===== config.mk =====
export PLATFORM = sky130hd
export DESIGN_NAME = k_alu
export DESIGN_NICKNAME = d
export VERILOG_FILES = /design/src/rtl/k_alu_pkg.sv /design/src/rtl/k_alu_shifter.sv /design/src/rtl/k_alu.sv
export SDC_FILE = /design/constraint.sdc
export NUM_CORES = 1
export LEC_CHECK = 0
export ABC_AREA = 1
export BUFFER_PORTS_ARGS = -buffer_cell sky130_fd_sc_hd__buf_2
export CAP_MARGIN = 20
export CORE_ASPECT_RATIO = 0.5
export CORE_MARGIN = 2
export CORE_UTILIZATION = 65
export CTS_BUF_LIST = sky130_fd_sc_hd__clkbuf_4 sky130_fd_sc_hd__clkbuf_8
export DETAILED_ROUTE_END_ITERATION = 10
export PLACE_DENSITY = 0.93
export SYNTH_ARGS = -nofsm -noshare
export SYNTH_HDL_FRONTEND = slang
export SYNTH_HIERARCHICAL = 1
export SYNTH_SLANG_ARGS = --single-unit

===== constraint.sdc =====
create_clock -name clk -period 5.11 [get_ports clk]
set_clock_uncertainty 0.05 [all_clocks]
set_input_delay 0.511 -clock clk [delete_from_list [all_inputs] [get_ports clk]]
set_output_delay 0.511 -clock clk [all_outputs]
set_load 0.05 [all_outputs]

===== src/rtl/k_alu_pkg.sv =====
// k_alu_pkg: shared constants for the k_alu execution stage.
//   DW          - datapath width (8)
//   OP_*        - 4-bit function select encodings
//   sh_mode_t   - barrel shifter mode
//   popcount()  - number of set bits, zero-extended to DW
package k_alu_pkg;

    localparam int DW = 8;

    localparam logic [3:0] OP_ADD   = 4'b0000;
    localparam logic [3:0] OP_SUB   = 4'b0001;
    localparam logic [3:0] OP_AND   = 4'b0010;
    localparam logic [3:0] OP_OR    = 4'b0011;
    localparam logic [3:0] OP_XOR   = 4'b0100;
    localparam logic [3:0] OP_NOR   = 4'b0101;
    localparam logic [3:0] OP_NOT   = 4'b0110;
    localparam logic [3:0] OP_SLL   = 4'b0111;
    localparam logic [3:0] OP_SRL   = 4'b1000;
    localparam logic [3:0] OP_SRA   = 4'b1001;
    localparam logic [3:0] OP_SLT   = 4'b1010;
    localparam logic [3:0] OP_SLTU  = 4'b1011;
    localparam logic [3:0] OP_INC   = 4'b1100;
    localparam logic [3:0] OP_DEC   = 4'b1101;
    localparam logic [3:0] OP_POPC  = 4'b1110;
    localparam logic [3:0] OP_PASSB = 4'b1111;

    typedef enum logic [1:0] {
        SH_SLL = 2'd0,
        SH_SRL = 2'd1,
        SH_SRA = 2'd2
    } sh_mode_t;

    function automatic logic [DW-1:0] popcount(input logic [DW-1:0] v);
        logic [DW-1:0] c;
        c = '0;
        for (int i = 0; i < DW; i++) begin
            c = c + {{(DW-1){1'b0}}, v[i]};
        end
        return c;
    endfunction

endpackage


===== src/rtl/k_alu_shifter.sv =====
// k_alu_shifter: 3-stage logarithmic barrel shifter (combinational).
//   a    in  DW  shift source
//   amt  in  3   shift amount (0..7)
//   mode in  2   SH_SLL / SH_SRL / SH_SRA
//   y    out DW  shifted value
module k_alu_shifter
    import k_alu_pkg::*;
(
    input  logic [DW-1:0] a,
    input  logic [2:0]    amt,
    input  sh_mode_t      mode,
    output logic [DW-1:0] y
);

    logic          fill;
    logic [DW-1:0] l0, l1, l2;
    logic [DW-1:0] r0, r1, r2;

    // Right shifts share one chain; only the fill bit differs between SRL and SRA.
    assign fill = (mode == SH_SRA) & a[DW-1];

    assign l0 = amt[0] ? {a[DW-2:0], 1'b0}   : a;
    assign l1 = amt[1] ? {l0[DW-3:0], 2'b00} : l0;
    assign l2 = amt[2] ? {l1[DW-5:0], 4'h0}  : l1;

    assign r0 = amt[0] ? {fill, a[DW-1:1]}       : a;
    assign r1 = amt[1] ? {{2{fill}}, r0[DW-1:2]} : r0;
    assign r2 = amt[2] ? {{4{fill}}, r1[DW-1:4]} : r1;

    assign y = (mode == SH_SLL) ? l2 : r2;

endmodule


===== src/rtl/k_alu.sv =====
// k_alu: 8-bit, 16-function registered ALU (1-cycle latency, 1 op/clock).
//   clk  in   system clock, rising edge
//   rst  in   synchronous active-high reset
//   A    in   8  operand A / shift source
//   B    in   8  operand B / shift amount (B[2:0])
//   sel  in   4  function select (OP_* in k_alu_pkg)
//   res  out  8  registered result
//   zf   out  1  res == 0
//   cf   out  1  carry (ADD/INC) or borrow (SUB/DEC), else 0
//   vf   out  1  signed overflow for ADD/SUB/INC/DEC, else 0
//   nf   out  1  res[7]
module k_alu
    import k_alu_pkg::*;
(
    input  logic          clk,
    input  logic          rst,
    input  logic [DW-1:0] A,
    input  logic [DW-1:0] B,
    input  logic [3:0]    sel,
    output logic [DW-1:0] res,
    output logic          zf,
    output logic          cf,
    output logic          vf,
    output logic          nf
);

    logic          is_sub;
    logic          is_arith;
    logic [DW-1:0] b_op;
    logic [DW-1:0] add_b;
    logic [DW:0]   sum9;
    logic [DW-1:0] shift_y;
    sh_mode_t      sh_mode;
    logic [DW-1:0] res_d;
    logic          cf_d;
    logic          vf_d;

    // INC/DEC reuse the adder with an implicit operand of 1.
    assign b_op     = (sel == OP_INC || sel == OP_DEC) ? {{(DW-1){1'b0}}, 1'b1} : B;
    assign is_sub   = (sel == OP_SUB) || (sel == OP_DEC);
    assign is_arith = (sel == OP_ADD) || (sel == OP_SUB) ||
                      (sel == OP_INC) || (sel == OP_DEC);

    // Subtract as A + ~B + 1; bit 8 is then "no borrow", so it is inverted for cf.
    assign add_b = is_sub ? ~b_op : b_op;
    assign sum9  = {1'b0, A} + {1'b0, add_b} + {{DW{1'b0}}, is_sub};

    always_comb begin
        sh_mode = SH_SLL;
        case (sel)
            OP_SRL:  sh_mode = SH_SRL;
            OP_SRA:  sh_mode = SH_SRA;
            default: sh_mode = SH_SLL;
        endcase
    end

    k_alu_shifter u_shifter (
        .a    (A),
        .amt  (B[2:0]),
        .mode (sh_mode),
        .y    (shift_y)
    );

    always_comb begin
        res_d = '0;
        cf_d  = 1'b0;
        vf_d  = 1'b0;
        case (sel)
            OP_ADD, OP_SUB, OP_INC, OP_DEC: res_d = sum9[DW-1:0];
            OP_AND:   res_d = A & B;
            OP_OR:    res_d = A | B;
            OP_XOR:   res_d = A ^ B;
            OP_NOR:   res_d = ~(A | B);
            OP_NOT:   res_d = ~A;
            OP_SLL, OP_SRL, OP_SRA: res_d = shift_y;
            OP_SLT:   res_d = {{(DW-1){1'b0}}, ($signed(A) < $signed(B))};
            OP_SLTU:  res_d = {{(DW-1){1'b0}}, (A < B)};
            OP_POPC:  res_d = popcount(A);
            OP_PASSB: res_d = B;
            default:  res_d = '0;
        endcase
        if (is_arith) begin
            cf_d = sum9[DW] ^ is_sub;
            // Using the effective addend covers both the ADD and SUB overflow rules.
            vf_d = (A[DW-1] == add_b[DW-1]) && (sum9[DW-1] != A[DW-1]);
        end
    end

    always_ff @(posedge clk) begin
        if (rst) begin
            res <= '0;
            zf  <= 1'b1;
            cf  <= 1'b0;
            vf  <= 1'b0;
            nf  <= 1'b0;
        end else begin
            res <= res_d;
            zf  <= (res_d == '0);
            cf  <= cf_d;
            vf  <= vf_d;
            nf  <= res_d[DW-1];
        end
    end

endmodule


* Yosys cells after proc, flatten, opt, wreduce, memory -nomap -nowiden
Cells that the tools add are included.
** Cells by class
- Add/sub/neg operators :: 9
- Magnitude comparators :: 2
- Equality and inequality tests :: 18
- Muxes and demuxes :: 11
- Bitwise gates (word level) :: 9
- Reduce and logical (&&, ||, !) cells :: 12
** Operator list (count)
- one-hot mux 8 bit (11 select lines) :: 1
- two-way mux 8 bit :: 9
- == test 4 bit (second input constant) :: 8
- NOT 8 bit :: 3
- == test 4 x 3 -> 1 bit (second input constant) :: 4
- < comparator 8 bit :: 2
- adder 8 x 8 -> 9 bit :: 1
- adder 9 x 1 -> 9 bit :: 1
- adder 7 x 1 -> 8 bit :: 1
- bitwise AND 8 bit :: 1
- == test 4 x 2 -> 1 bit (second input constant) :: 2
- logical NOT 8 bit :: 1
- OR 8 bit :: 1
- bitwise XOR 8 bit :: 1
- adder 6 x 1 -> 7 bit :: 1
- adder 5 x 1 -> 6 bit :: 1
- adder 4 x 1 -> 5 bit :: 1
- logical OR 1 bit :: 5
- adder 3 x 1 -> 4 bit :: 1
- == test 4 x 1 -> 1 bit (second input constant) :: 1
- logical NOT 4 bit :: 1
- one-hot mux 2 bit (2 select lines) :: 1
- OR reduction 4 bit :: 1
- adder 2 x 1 -> 3 bit :: 1
- 11 further kinds :: 11
** Word-level totals
- Flip-flop bits (word level) :: 12
- Bits of input ports :: 22
- Output and inout port bits :: 12
- Word-level logic and storage cells :: 66

* Depth between registers and ports, before layout
Gate-level depths: netlist of the first run.
- Word-level depth :: 10
- Gate-level depth with buffers :: 19
- Gate-level depth less buffers :: 19

* By module
Netlist of the first run, hierarchy kept.
** Modules (own cells, without submodules)
- k_alu :: instances 1, cells each 319, area an instance 2024.4 um2, sequential area each 220.2 um2
- k_alu_shifter :: instances 1, cells each 110, area an instance 565.5 um2, sequential area each 0.0 um2

* Worst setup path after synthesis of the first run
OpenSTA, ideal clock, no wires.
- Path kind :: input to register
- From :: input port A[0]
- To :: register zf
- Library setup time :: 114 ps
- Arrival time :: 3249 ps
- Data required time :: 4946 ps
- Path slack :: 1696 ps
- Cell stages on the path :: 17
- Path buffers :: 0
- Cells stage by stage :: inv_1 > fa_1 > fa_1 > fa_1 > inv_1 > ha_1 > inv_1 > fa_1 > xor2_1 > o21ai_0 > nor2_1 > nand3_1 > nand2_1 > nand3_1 > nor2_1 > nand4_1 > nand2_1
** Between the ends
- Longest elaborated chain between the ends :: 9
- Elaborated cells on any way between the ends :: 25
- Classes of those cells :: add/sub (9); order compare (2); mux (8); bitwise (5); reduce/logical (1)
** Ends and longest elaborated chain
- start, declared :: RTL line k_alu.sv:17 : input logic [DW-1:0] A,
- adder 1 x 1 -> 2 bit :: RTL line k_alu_pkg.sv:37 : c = c + {{(DW-1){1'b0}}, v[i]};
- adder 2 x 1 -> 3 bit :: RTL line k_alu_pkg.sv:37
- adder 3 x 1 -> 4 bit :: RTL line k_alu_pkg.sv:37
- adder 4 x 1 -> 5 bit :: RTL line k_alu_pkg.sv:37
- adder 5 x 1 -> 6 bit :: RTL line k_alu_pkg.sv:37
- adder 6 x 1 -> 7 bit :: RTL line k_alu_pkg.sv:37
- adder 7 x 1 -> 8 bit :: RTL line k_alu_pkg.sv:37
- one-hot mux 8 bit (11 select lines) (*) :: RTL line k_alu.sv:68 : case (sel)
- logical NOT 8 bit (*) :: RTL line k_alu.sv:98 : zf <= (res_d == '0);
- end signal, assigned :: RTL line k_alu.sv:98
- end, declared :: RTL line k_alu.sv:21 : output logic zf,
Every way passes the cells marked *; elsewhere a longest branch is shown, timed or not.
A chain may end at the register's enable or synchronous reset.

* Worst setup path in the final report of the first run
Ends and elaborated chain as after synthesis.

==> results.py, run 1 <==
metrics = {
    "setup_path": {
        "path_common_cell": "fa_1",
        "cp.depth": 18,
        "arrival_ns": 3.58,
        "slowest_stage": "fa_1",
        "path_max_fanout": 5,
        "crit_chain": "buf_2 > inv_1 > fa_1 > fa_1 > fa_1 > inv_1 > ha_1 > inv_1 > fa_1 > xor2_1 > o21ai_0 > nor2_1 > nand3_1 > nand2_1 > nand3_1 > nor2_1 > nand4_1 > nand2_1",
        "path_class": "input pin to flop",
        "crit_family": "adder cells",
        "cpPeakStageDelay_ns": 0.57,
        "worst_setup_path_end_kind": "flop",
        "worstPathBufferInverterCount": 4,
        "startpoint_type": "input pin",
        "startpoint": "A[0]",
        "crit_required_ns": 5.18,
        "critPathCapture": "zf$_SDFF_PP1_",
    },
    "pwr": {
        "leakage_nw": 1.59,
        "power_density_nw_per_um2": 171,
        "peakVddDrop_mv": 0.0927,
        "total_power_mw": 0.484,
    },
    "placement": {
        "placedCellCount": 511,
        "gp_congestion": 1.05,
        "io_buffers": 33,
        "hpwl_mm": 6.18,
    },
    "logic_synthesis": {
        "yosys_warnings": 6,
        "avgSynthCellArea_um2": 6.04,
        "synth-seq-area-share_pct": 8.50,
        "ys_async_sr_fraction_pct": 0,
        "synthTopCellsByArea": "nand2_1 (19%), ha_1 (16%), nand3_1 (9.7%)",
        "synth-edff-count": 0,
        "synth_top_cell_by_area": "nand2_1",
        "ys.flop_type": "dfxtp_1",
        "yosysMostFrequentCell": "nand2_1",
        "synth_top_area_share_pct": 18.8,
        "netlist_area_um2": 2590,
        "yosysUniqueCellTypes": 40,
        "syn-instance-count": 429,
        "yosys-top-cells-count": "nand2_1 (130), inv_1 (52), nand3_1 (50)",
        "synth_fp_nets": 490,
        "synth_seq_cells": 11,
    },
    "route": {
        "wl_met3_mm": 1.09,
        "detail-route-antenna-nets": 0,
        "vias": 2928,
        "post_drt_wl_per_cell_um": 14.7,
        "highest_layer": "met4",
        "met1_length_mm": 3.54,
        "routed_wl_mm": 7.56,
        "routed_via_density": 5.69,
        "drc_errors": 0,
        "drtIter0Drc": 315,
        "wl_met2_mm": 2.87,
        "first_pass_iters": 6,
    },
    "sta": {
        "hold_viol": 0,
        "drv_slew": 0,
        "fin_setup_tns_ns": 0,
        "max_slew_margin_pct": 55.4,
        "finalCritPeriodShare_pct": 68.7,
        "finalSetupViolCount": 0,
        "tightestPinTransition_ns": 0.666,
        "max_freq_mhz": 285,
        "period_needed_ns": 3.51,
        "whs_ns": 0.482,
        "rsz0062_at_grt": "false",
    },
    "hold_path": {
        "min_delay_path_depth": 2,
        "min_path_type": "input pin to flop",
    },
    "clocking": {
        "path_clk_slew_ns": 0.05,
        "cts_resized": 0,
        "post_cts_buffers": 0,
        "clockRootBuffer": "clkbuf_8",
        "cts_buffers": 3,
        "cts_tree": "done",
        "hold_buffers": 0,
        "cts_sinks": 11,
        "htreeDepth": 1,
        "clk_path_buf_depth": 2,
    },
    "floorplan": {
        "rows": 16,
        "start_util_pct": 67.0,
        "io_pins": 34,
        "die_h_um": 48.6,
        "coreArea_um2": 3860,
        "die_x_um": 93.3,
        "die_area_um2": 4540,
    },
    "grt": {
        "antenna_found_initial": 0,
        "grt_start_max_net_pins": 19,
        "grt_pass1_vias": 2379,
        "grt_pass1_wl_mm": 12.1,
        "grt-ovfl-total": 0,
        "track_usage_pct": 33.7,
    },
    "layout": {
        "fin_nets": 523,
        "multi_input_area_um2": 2090,
        "antenna_cells": 0,
        "drive_gt1_share_pct": 15.8,
        "ff_latch_area_um2": 220,
        "stdcell_count": 515,
        "fillers": 343,
        "area_growth_pct": 9.08,
    },
    "run": {
        "max_cap_viol_count": 0,
    },
    "status": {
        "status": "finished, final reports clean",
    },
}
-- sequential cells by signal, summed over array words and instances, names as in the netlist --
signal,count
cf,1
res,8
zf,1
vf,1
-- cell families (layout without fill, tap and decap cells) --
| kind of cell | count (synthesis) | after routing | synth area share, % |
|---|---|---|---|
| AOI/OAI and AO/OA | 50 | 50 | 12.0 |
| xor gates and xnor gates | 9 | 9 | 3.04 |
| adders and majority gates | 39 | 39 | 20.3 |
| buffers and inverters | 65 | 97 | 10.7 |
| DFF | 11 | 11 | 8.50 |
| and+or+nand+nor | 255 | 255 | 45.5 |
-- layer usage --
| metal | global-route usage (%) | up-vias |
|---|---|---|
| li1 | - | 1453 |
| met1 | 54.2 | 1273 |
| met2 | 46.6 | 196 |
| met3 | 7.48 | 6 |
| met4 | 2.45 | 0 |
| met5 | 0 | - |
-- layout make-up --
type	count	area share, %
Clock buffer	4	1.73
Multi-Input combinational cell	353	74.1
Timing Repair Buffer	33	5.85
Inverter	60	8.15
Tap cell	54	2.39
Sequential cell	11	7.79
-- power by group --
group	internal (mW)	switching (mW)	total, mW
clock	0.0598	0.0292	0.0890
sequential	0.0937	0.00160	0.0954
combinational	0.0972	0.203	0.300
-- per-stage QoR --
stage	utilization [%]	area (um^2)	setup WS (ns)
3_5_place_dp	71.9	2780	1.37
2_1_floorplan	-	2590	1.70
4_1_cts	73.1	2830	1.62
5_1_grt	73.1	2830	1.32
3_3_place_gp	71.9	2780	1.43
6_report	73.1	2830	1.60
-- placed cells by master, fill, tap and decap left out, drive strengths merged, types with 2 or more instances in the layout --
cell type	synthesis	layout
ha	34	34
o2bb2ai	2	2
a211oi	2	2
nand2	145	145
nand3b	2	2
dfxtp	11	11
a21o	4	4
o211ai	4	4
clkbuf	0	4
o21ai	20	20
a21oi	13	13
fa	5	5
nand4	4	4
nor3	3	3
nor2	43	43
buf	5	33
nand3	54	54
xor2	8	8
inv	60	60
o22ai	3	3
-- how the worst min path moves through the flow --
| stage | slack [ns] | start | endpoint |
|---|---|---|---|
| after global routing | 0.48 | rst | res[6]$_SDFF_PP0_ |
| after global placement | 0.72 | rst | res[6]$_SDFF_PP0_ |
| after floorplan | 0.53 | rst | res[3]$_SDFF_PP0_ |
| after CTS | 0.47 | rst | res[6]$_SDFF_PP0_ |
| after detailed placement | 0.72 | rst | res[6]$_SDFF_PP0_ |
| final | 0.48 | rst | res[6]$_SDFF_PP0_ |
No activity file was read; power rests on OpenSTA's default activity.
==> run 2: changes to the inputs <==
ABC_AREA = 0   (was 1)
CORE_UTILIZATION = 62   (was 65)
PLACE_DENSITY = 0.89   (was 0.93)
clock period = 3.7 ns   (was 5.11 ns; I/O delays follow)
==> run 2 against run 1 <==
  * Design area rose by 13%
  * Via count rose by 7.4%
  * Combinational power rose by 71%
==> results.py, run 2 <==
metrics = {
    "status": {
        "status": "finished, final reports clean",
    },
    "sta": {
        "hold_viol": 0,
        "finalCritPeriodShare_pct": 99.2,
        "whs_ns": 0.369,
        "max_slew_margin_pct": 51.5,
        "finalSetupViolCount": 0,
        "max_freq_mhz": 272,
        "drv_slew": 0,
        "tightestPinTransition_ns": 0.709,
        "fin_setup_tns_ns": 0,
        "period_needed_ns": 3.67,
        "rsz0062_at_grt": "true",
        "fin_ws_ns": 0.0285,
    },
    "route": {
        "met1_length_mm": 4.14,
        "detail-route-antenna-nets": 0,
        "drc_errors": 0,
        "wl_met3_mm": 1.33,
        "first_pass_iters": 5,
        "drtIter0Drc": 289,
        "post_drt_wl_per_cell_um": 20.4,
        "routed_wl_mm": 9.63,
        "routed_via_density": 6.65,
        "highest_layer": "met4",
        "vias": 3144,
        "wl_met2_mm": 3.95,
    },
    "floorplan": {
        "die_h_um": 51.5,
        "rows": 17,
        "io_pins": 34,
        "die_area_um2": 5100,
        "start_util_pct": 63.9,
        "coreArea_um2": 4380,
        "die_x_um": 99.1,
    },
    "layout": {
        "fin_util_pct": 72.6,
        "antenna_cells": 0,
        "stdcell_count": 473,
        "largest_reg_flops": 8,
        "stdcell_area_um2": 3180,
        "largest-register": "res",
        "layout_common_cells": "nor2_1 (36), ha_1 (33), buf_2 (32)",
        "drive_gt1_share_pct": 20.0,
        "mostFrequentLayoutCell": "nor2_1",
        "area_growth_pct": 13.5,
        "fin_nets": 478,
    },
    "clocking": {
        "hold_buffers": 0,
        "post_cts_buffers": 0,
        "cts_tree": "done",
        "htreeDepth": 1,
        "clockRootBuffer": "clkbuf_8",
        "path_clk_slew_ns": 0.05,
        "cts_sinks": 11,
        "cts_buffers": 3,
        "clk_path_buf_depth": 2,
    },
    "pwr": {
        "power_density_nw_per_um2": 245,
        "total_power_mw": 0.780,
        "leakage_nw": 1.49,
        "peakVddDrop_mv": 0.141,
    },
    "logic_synthesis": {
        "synth_top_area_share_pct": 15.2,
        "ys.flop_type": "dfxtp_1",
        "synth_seq_cells": 11,
        "synth-seq-area-share_pct": 7.86,
        "synth_fp_nets": 438,
        "synthTopCellsByArea": "ha_1 (15%), mux2i_1 (9.3%), dfxtp_1 (7.9%)",
        "yosys_warnings": 6,
        "netlist_area_um2": 2800,
        "synth_top_cell_by_area": "ha_1",
        "yosysUniqueCellTypes": 61,
        "synth-edff-count": 0,
        "syn-instance-count": 377,
        "avgSynthCellArea_um2": 7.43,
        "ys_async_sr_fraction_pct": 0,
        "yosysMostFrequentCell": "nor2_1",
        "yosys-top-cells-count": "nor2_1 (36), ha_1 (34), inv_1 (32)",
    },
    "placement": {
        "preCtsSetupSlack_ns": -0.299,
        "io_buffers": 33,
        "dpl_cell_area_um2": 3120,
        "placedCellCount": 469,
        "hpwl_mm": 7.61,
        "gp_congestion": 1.00,
    },
    "setup_path": {
        "worst_setup_path_end_kind": "flop",
        "path_max_fanout": 2,
        "arrival_ns": 3.80,
        "startpoint_type": "input pin",
        "path_common_cell": "fa_1",
        "cpPeakStageDelay_ns": 0.55,
        "path_class": "input pin to flop",
        "crit_chain": "buf_4 > inv_4 > fa_1 > fa_1 > fa_1 > inv_1 > ha_2 > inv_2 > fa_2 > xnor2_1 > a22oi_1 > nor2_1 > o22ai_2 > nand4_1 > or4_1 > a21oi_1",
        "crit_required_ns": 3.82,
        "slowest_stage": "fa_1",
    },
    "grt": {
        "track_usage_pct": 38.8,
        "antenna_found_initial": 0,
        "grt-ovfl-total": 0,
        "grt_start_max_net_pins": 34,
        "grt_pass1_vias": 2953,
        "grt_pass1_wl_mm": 15.3,
    },
    "hold_path": {
        "min_from": "rst",
        "holdPathEnd": "res[0]$_SDFF_PP0_",
        "min_path_type": "input pin to flop",
        "min_delay_path_depth": 2,
    },
    "run": {
        "max_cap_viol_count": 0,
    },
}
## run 2: layout make-up
| class | count | area [um^2] |
|---|---|---|
| well taps | 57 | 71.3 |
| inverters | 32 | 123 |
| flip-flops and latches | 11 | 220 |
| fillers | 380 | 1200 |
| clock buffers | 4 | 48.8 |
| multi-input cells | 306 | 2310 |
| repair buffers | 63 | 405 |
## run 2: worst max-delay path, delay by kind of cell
| kind | cells | cell delay (ns) |
|---|---|---|
| buffers and inverters | 4 | 0.26 |
| xor gates and xnor gates | 1 | 0.13 |
| adders and majority gates | 5 | 1.92 |
| AOI/OAI and AO/OA | 3 | 0.49 |
| and+or+nand+nor | 3 | 0.60 |
## run 2: logic make-up after synthesis
| family | after synthesis | synth area share, % |
|---|---|---|
| AO/OA/AOI/OAI | 118 | 29.0 |
| buffers and inverters | 60 | 10.0 |
| multiplexers | 30 | 12.6 |
| AND/OR/NAND/NOR | 109 | 18.6 |
| flip-flops | 11 | 7.86 |
| adder cells (fa/ha/maj) | 39 | 18.8 |
| XOR/XNOR | 10 | 3.13 |
## run 2: worst max path at each step
stage,from,end,slack (ns)
2_1_floorplan,A[0],zf$_SDFF_PP1_,0.03
5_1_grt,A[0],zf$_SDFF_PP1_,-0.07
4_1_cts,A[0],zf$_SDFF_PP1_,0.04
3_5_place_dp,A[0],zf$_SDFF_PP1_,-0.30
6_report,A[0],zf$_SDFF_PP1_,0.03
3_3_place_gp,A[0],zf$_SDFF_PP1_,-0.22
## run 2: per-layer routing
| metal | vias up | track usage (%) |
|---|---|---|
| met4 | 0 | 9.13 |
| met3 | 28 | 11.7 |
| met5 | - | 0 |
| met2 | 207 | 58.9 |
| li1 | 1445 | - |
| met1 | 1464 | 54.2 |
## run 2: repair_timing
action	in CTS	in global routing
setup endpoints to repair	1	1
pin swaps	2	0
cloned	0	0
gates resized for setup	2	6
## run 2: power breakdown
| part | internal, mW | leakage [nW] | switching (mW) | total (mW) |
|---|---|---|---|---|
| sequential | 0.130 | 0.0910 | 0.00341 | 0.133 |
| clock | 0.0833 | 0.0262 | 0.0492 | 0.133 |
| combinational | 0.197 | 1.37 | 0.316 | 0.514 |
| total | 0.411 | 1.49 | 0.369 | 0.780 |
